[src/rtl/elm_pkg.sv]
// Shared types and helpers for the hidden-layer accumulator path.
// No logic of its own; latency and backpressure are defined by the users.
// Holds the sequencer state enum, width defaults and the overflow detect.
package elm_pkg;

    localparam int ACC_W_DEF  = 32;
    localparam int TERM_W_DEF = 32;

    typedef enum logic [1:0] {
        CLR    = 2'd0,
        ACCUM  = 2'd1,
        SETTLE = 2'd2,
        RESULT = 2'd3
    } acc_seq_state_t;

    // Two's-complement add overflows when both operands share a sign that the sum lacks.
    function automatic logic add_ovf(input logic a_msb, input logic b_msb, input logic s_msb);
        return (a_msb == b_msb) && (s_msb != a_msb);
    endfunction

endpackage

[src/rtl/elm_term_counter.sv]
// Counts accepted product terms with a synchronous clear and last-term flag.
// Count updates one cycle after inc; last is combinational from the count.
// No backpressure; clear wins over increment.
module elm_term_counter #(
    parameter int N_TERMS = 16,
    parameter int CNT_W   = $clog2(N_TERMS) + 1
) (
    input  logic             clk,
    input  logic             rst,
    input  logic             clr,
    input  logic             inc,
    output logic [CNT_W-1:0] cnt,
    output logic             last
);

    always_ff @(posedge clk or negedge rst) begin
        if (!rst) begin
            cnt <= '0;
        end else if (clr) begin
            cnt <= '0;
        end else if (inc) begin
            cnt <= cnt + CNT_W'(1);
        end
    end

    assign last = (cnt == CNT_W'(N_TERMS - 1));

endmodule

[src/rtl/elm_acc_sequencer.sv]
// Drives an external load/clear accumulator through one N_TERMS dot product.
// Result valid N_TERMS+1 cycles after the first accepted term; N_TERMS+3 cycles per product.
// Terms stall while term_ready=0; the result holds until res_ready.
module elm_acc_sequencer
    import elm_pkg::*;
#(
    parameter int ACC_W   = ACC_W_DEF,
    parameter int TERM_W  = TERM_W_DEF,
    parameter int N_TERMS = 16,
    parameter int CNT_W   = $clog2(N_TERMS) + 1
) (
    input  logic              clk,
    input  logic              rst,
    input  logic [TERM_W-1:0] term_in,
    input  logic              term_valid,
    output logic              term_ready,
    input  logic              abort,
    input  logic [ACC_W-1:0]  acc_q,
    output logic [ACC_W-1:0]  acc_data,
    output logic              acc_load,
    output logic              acc_clr,
    output logic [ACC_W-1:0]  res_data,
    output logic              res_ovf,
    output logic              res_valid,
    input  logic              res_ready,
    output logic [CNT_W-1:0]  term_cnt
);

    acc_seq_state_t state, state_nxt;
    logic             ovf_q;
    logic             cnt_last;
    logic             cnt_clr;
    logic [ACC_W-1:0] term_ext;

    assign term_ext = ACC_W'(signed'(term_in));
    assign acc_data = acc_q + term_ext;
    assign acc_load = term_valid & term_ready;

    // Clearing on the way into CLR makes an abort visible as term_cnt=0 immediately.
    assign cnt_clr = (state == CLR) || (state_nxt == CLR);

    elm_term_counter #(
        .N_TERMS (N_TERMS),
        .CNT_W   (CNT_W)
    ) u_term_counter (
        .clk  (clk),
        .rst  (rst),
        .clr  (cnt_clr),
        .inc  (acc_load),
        .cnt  (term_cnt),
        .last (cnt_last)
    );

    always_ff @(posedge clk or negedge rst) begin
        if (!rst) begin
            state <= CLR;
        end else begin
            state <= state_nxt;
        end
    end

    always_ff @(posedge clk or negedge rst) begin
        if (!rst) begin
            ovf_q <= 1'b0;
        end else if (cnt_clr) begin
            ovf_q <= 1'b0;
        end else if (acc_load && add_ovf(acc_q[ACC_W-1], term_ext[ACC_W-1], acc_data[ACC_W-1])) begin
            ovf_q <= 1'b1;
        end
    end

    always_comb begin
        state_nxt = state;
        case (state)
            CLR:    state_nxt = ACCUM;
            ACCUM:  if (acc_load && cnt_last) state_nxt = SETTLE;
            SETTLE: state_nxt = RESULT;
            RESULT: if (res_ready) state_nxt = CLR;
            default: state_nxt = CLR;
        endcase
        if (abort) begin
            state_nxt = CLR;
        end
    end

    // The register is never loaded in RESULT, so acc_q alone keeps res_data stable.
    always_comb begin
        term_ready = 1'b0;
        acc_clr    = 1'b0;
        res_valid  = 1'b0;
        res_data   = '0;
        res_ovf    = 1'b0;
        case (state)
            CLR:    acc_clr = 1'b1;
            ACCUM:  term_ready = 1'b1;
            RESULT: begin
                res_valid = 1'b1;
                res_data  = acc_q;
                res_ovf   = ovf_q;
            end
            default: ;
        endcase
    end

endmodule

[config.mk]
export PLATFORM = sky130hd
export DESIGN_NAME = elm_acc_sequencer
export DESIGN_NICKNAME = d
export VERILOG_FILES = /design/src/rtl/elm_pkg.sv /design/src/rtl/elm_term_counter.sv /design/src/rtl/elm_acc_sequencer.sv
export SDC_FILE = /design/constraint.sdc
export NUM_CORES = 1
export LEC_CHECK = 0
export ABC_AREA = 1
export CORE_MARGIN = 4
export CORE_UTILIZATION = 40
export CTS_BUF_LIST = sky130_fd_sc_hd__clkbuf_2
export DETAILED_ROUTE_END_ITERATION = 16
export DONT_BUFFER_PORTS = 1
export SYNTH_ARGS = -nofsm -noshare
export SYNTH_HDL_FRONTEND = slang
export SYNTH_SLANG_ARGS = --single-unit
[constraint.sdc]
create_clock -name clk -period 2.3 [get_ports clk]
set_input_delay 0.46 -clock clk [delete_from_list [all_inputs] [get_ports clk]]
set_output_delay 0.46 -clock clk [all_outputs]
set_load 0.02 [all_outputs]
==> results.ini <==
[worst_setup_path]
crit_chain=ha_4, nand2_2, o21ai_0, a21oi_1, nand2_1, nand3_1, nand2_1, xor2_1, buf_4
start_kind=input pin
endpoint_kind=output pin
worstPathArrival_ns=1.93
path_class=input pin to output pin
worst-path-max-fanout=4
timing.rr.start=state[1]
reg2reg_to=u_term_counter.cnt[3]
critical_path.most_common_cell=nand2_1
critical-path-top-delay-family=simple AND/OR/NAND/NOR gates
cp_slowest_cell=ha_4
reg2reg_depth=8
r2r_setup_slack_ns=0.62
path_buf_inv=1
crit_path_start=acc_q[5]
slowest_delay_ns=0.28
cp.required_ns=1.84

[route]
viasPerCell=5.22
met2_length_um=4890
wl_per_cell_um=15.1
drt_first_pass_iters=5
via_count=3424
wl_met1_um=3840
drc=0
wirelength_um=9940
highest_layer=met4
wl_met3_um=941
antenna_left=0
drt_first_iter_violations=137

[global_route]
grt_max_degree=19
antenna_found_initial=0
grt_overflow=0
grt_pass1_vias=3349
grtUsageTotal=0.230
grt_pass1_wl_um=14600

[synthesis]
syn_avg_cell_area_um2=5.62
synthArstFlopShare=1.00
synth_cells=459
synth_edf_count=0
synth_cell_types=32
synthFlopType=dfrtp_1
netlist_area_um2=2580
synth_seq_cells=8
synth_fp_nets=562
yosysWarnings=0
synth_seq_area_share=0.0776

[floorplanning]
fp.dieW_um=88.3
core_area_um2=6100
ioPinCount=143
dieArea_um2=7800
die_h_um=88.3
initial_core_util=0.423
row_count=28

[clocking]
cts_max_level=1
insertion_delay_ns=0.25
cts_tree=done
cts-root-buf=clkbuf_2
clock_sinks=8
numCtsBuffers=3
cts_buffer_depth=2
clkTransAtPathRegs_ns=0.08

[sta]
maxSlewViolCount=0
fin_crit_sh=1.04
clock.fmax_mhz=419
max-slew-margin-rel=0.668
worst_pin_slew_ns=0.495
period_needed_ns=2.39
setup_slack_ns=-0.0879
finalHoldViolCount=0
rsz0062_at_grt=true
whs_ns=0.259
finalSetupViolCount=7
finClkSkew_ns=0.000729

[final_layout]
drive_above_1_share=0.453
synthToLayoutAreaGrowth_pct=71.6
mostFrequentLayoutCells=buf_4, nand2_1, inv_1, nor2_1, nand2_2
antennaDiodeCount=0
layout_commonest_cell=buf_4
nets=686

[placed_design]
gp_congestion=0.894
io_buffers=0
hpwlAfterDp_um=7520

[pwr]
power.total_uw=1550
ir_worst_vdd_mv=0.272
power_density_nw_per_um2=350
p_leak_uw=0.00222

[hold_path]
hold_path.class=input pin to flop
hold_end=state[1]
min-delay-start=abort
whs_path_depth=1

[run_status]
violations=setup timing
status=complete, but fails checks

[flow_run]
cap_violations=0

## layout make-up
cell class                      count  area, um^2
Multi-Input combinational cell    368        2890
Fill cell                         460        1670
Timing Repair Buffer              122         930
Inverter                           80         300
Sequential cell                     8         200
Tap cell                           75        93.8
Clock buffer                        3        15.0
## flip-flops by register name, indices dropped and copies added (netlist names)
| register | flops |
|---|---|
| u_term_counter.cnt | 5 |
| ovf_q | 1 |
| state | 2 |
## metrics by stage
stage                     instance area [um^2]  TNS [ns]  setup WS [ns]  std cells   util
after floorplan                           2670   -0.0540        -0.0438        459      -
after global placement                    3600     -1.32         -0.116        645  0.591
after detailed placement                  3600     -1.83         -0.152        645  0.591
after CTS                                 4030    -0.160        -0.0470        653  0.661
after global routing                      4430     -1.24         -0.211        656  0.726
final                                     4430    -0.250        -0.0879        656  0.726
## cell families after synthesis
group           after synthesis  synth area share
simple gates                236             0.375
compound gates               70             0.164
xor+xnor                     28            0.0951
buf+inv                      83             0.121
flops                         8            0.0776
fa+ha+maj                    34             0.168
## synth_stat cells (2+ instances only)
master,n,area [um^2]
nand4_1,5,31.3
a21oi_1,34,170
and2_1,2,12.5
a21oi_2,5,43.8
nand2_1,115,432
nand2_2,7,43.8
a21o_1,2,15.0
dfrtp_1,8,200
xor2_1,21,184
a31oi_1,3,18.8
o21ai_0,11,55.1
o21ai_2,3,26.3
nor2_1,78,293
o21bai_1,6,45.0
o21a_1,2,15.0
nor3_1,5,25.0
inv_1,80,300
ha_1,33,413
nor2_2,2,12.5
xnor2_1,7,61.3
nand3_1,17,85.1
clkbuf_1,3,11.3
## how the worst max path moves through the flow
stage,cells past startpoint,slack [ns],to
final,9,-0.09,acc_data[18]
after global routing,9,-0.21,acc_data[18]
after CTS,10,-0.05,acc_data[24]
after detailed placement,10,-0.15,acc_data[23]
after global placement,9,-0.12,acc_data[18]
after floorplan,10,-0.04,acc_data[24]
## report_power, final
| group | internal (uW) | switching [uW] |
|---|---|---|
| Clock | 35.5 | 54.4 |
| Sequential | 143 | 3.16 |
| Combinational | 591 | 722 |
## metal layers
layer  GRT usage  vias to the layer above
li1            -                     1688
met1       0.286                     1520
met5           0                        -
met3      0.0372                       28
met4      0.0659                        0
met2       0.410                      188
## timing repair
item	in CTS	in global routing
hold buffers	1	0
pin swaps	16	34
endpoints found under the setup margin	21	21
resized for setup	64	83
endpoints found under the hold margin	8	0
setup buffers	4	3
Note: power is estimated with default switching activity, not from simulation.
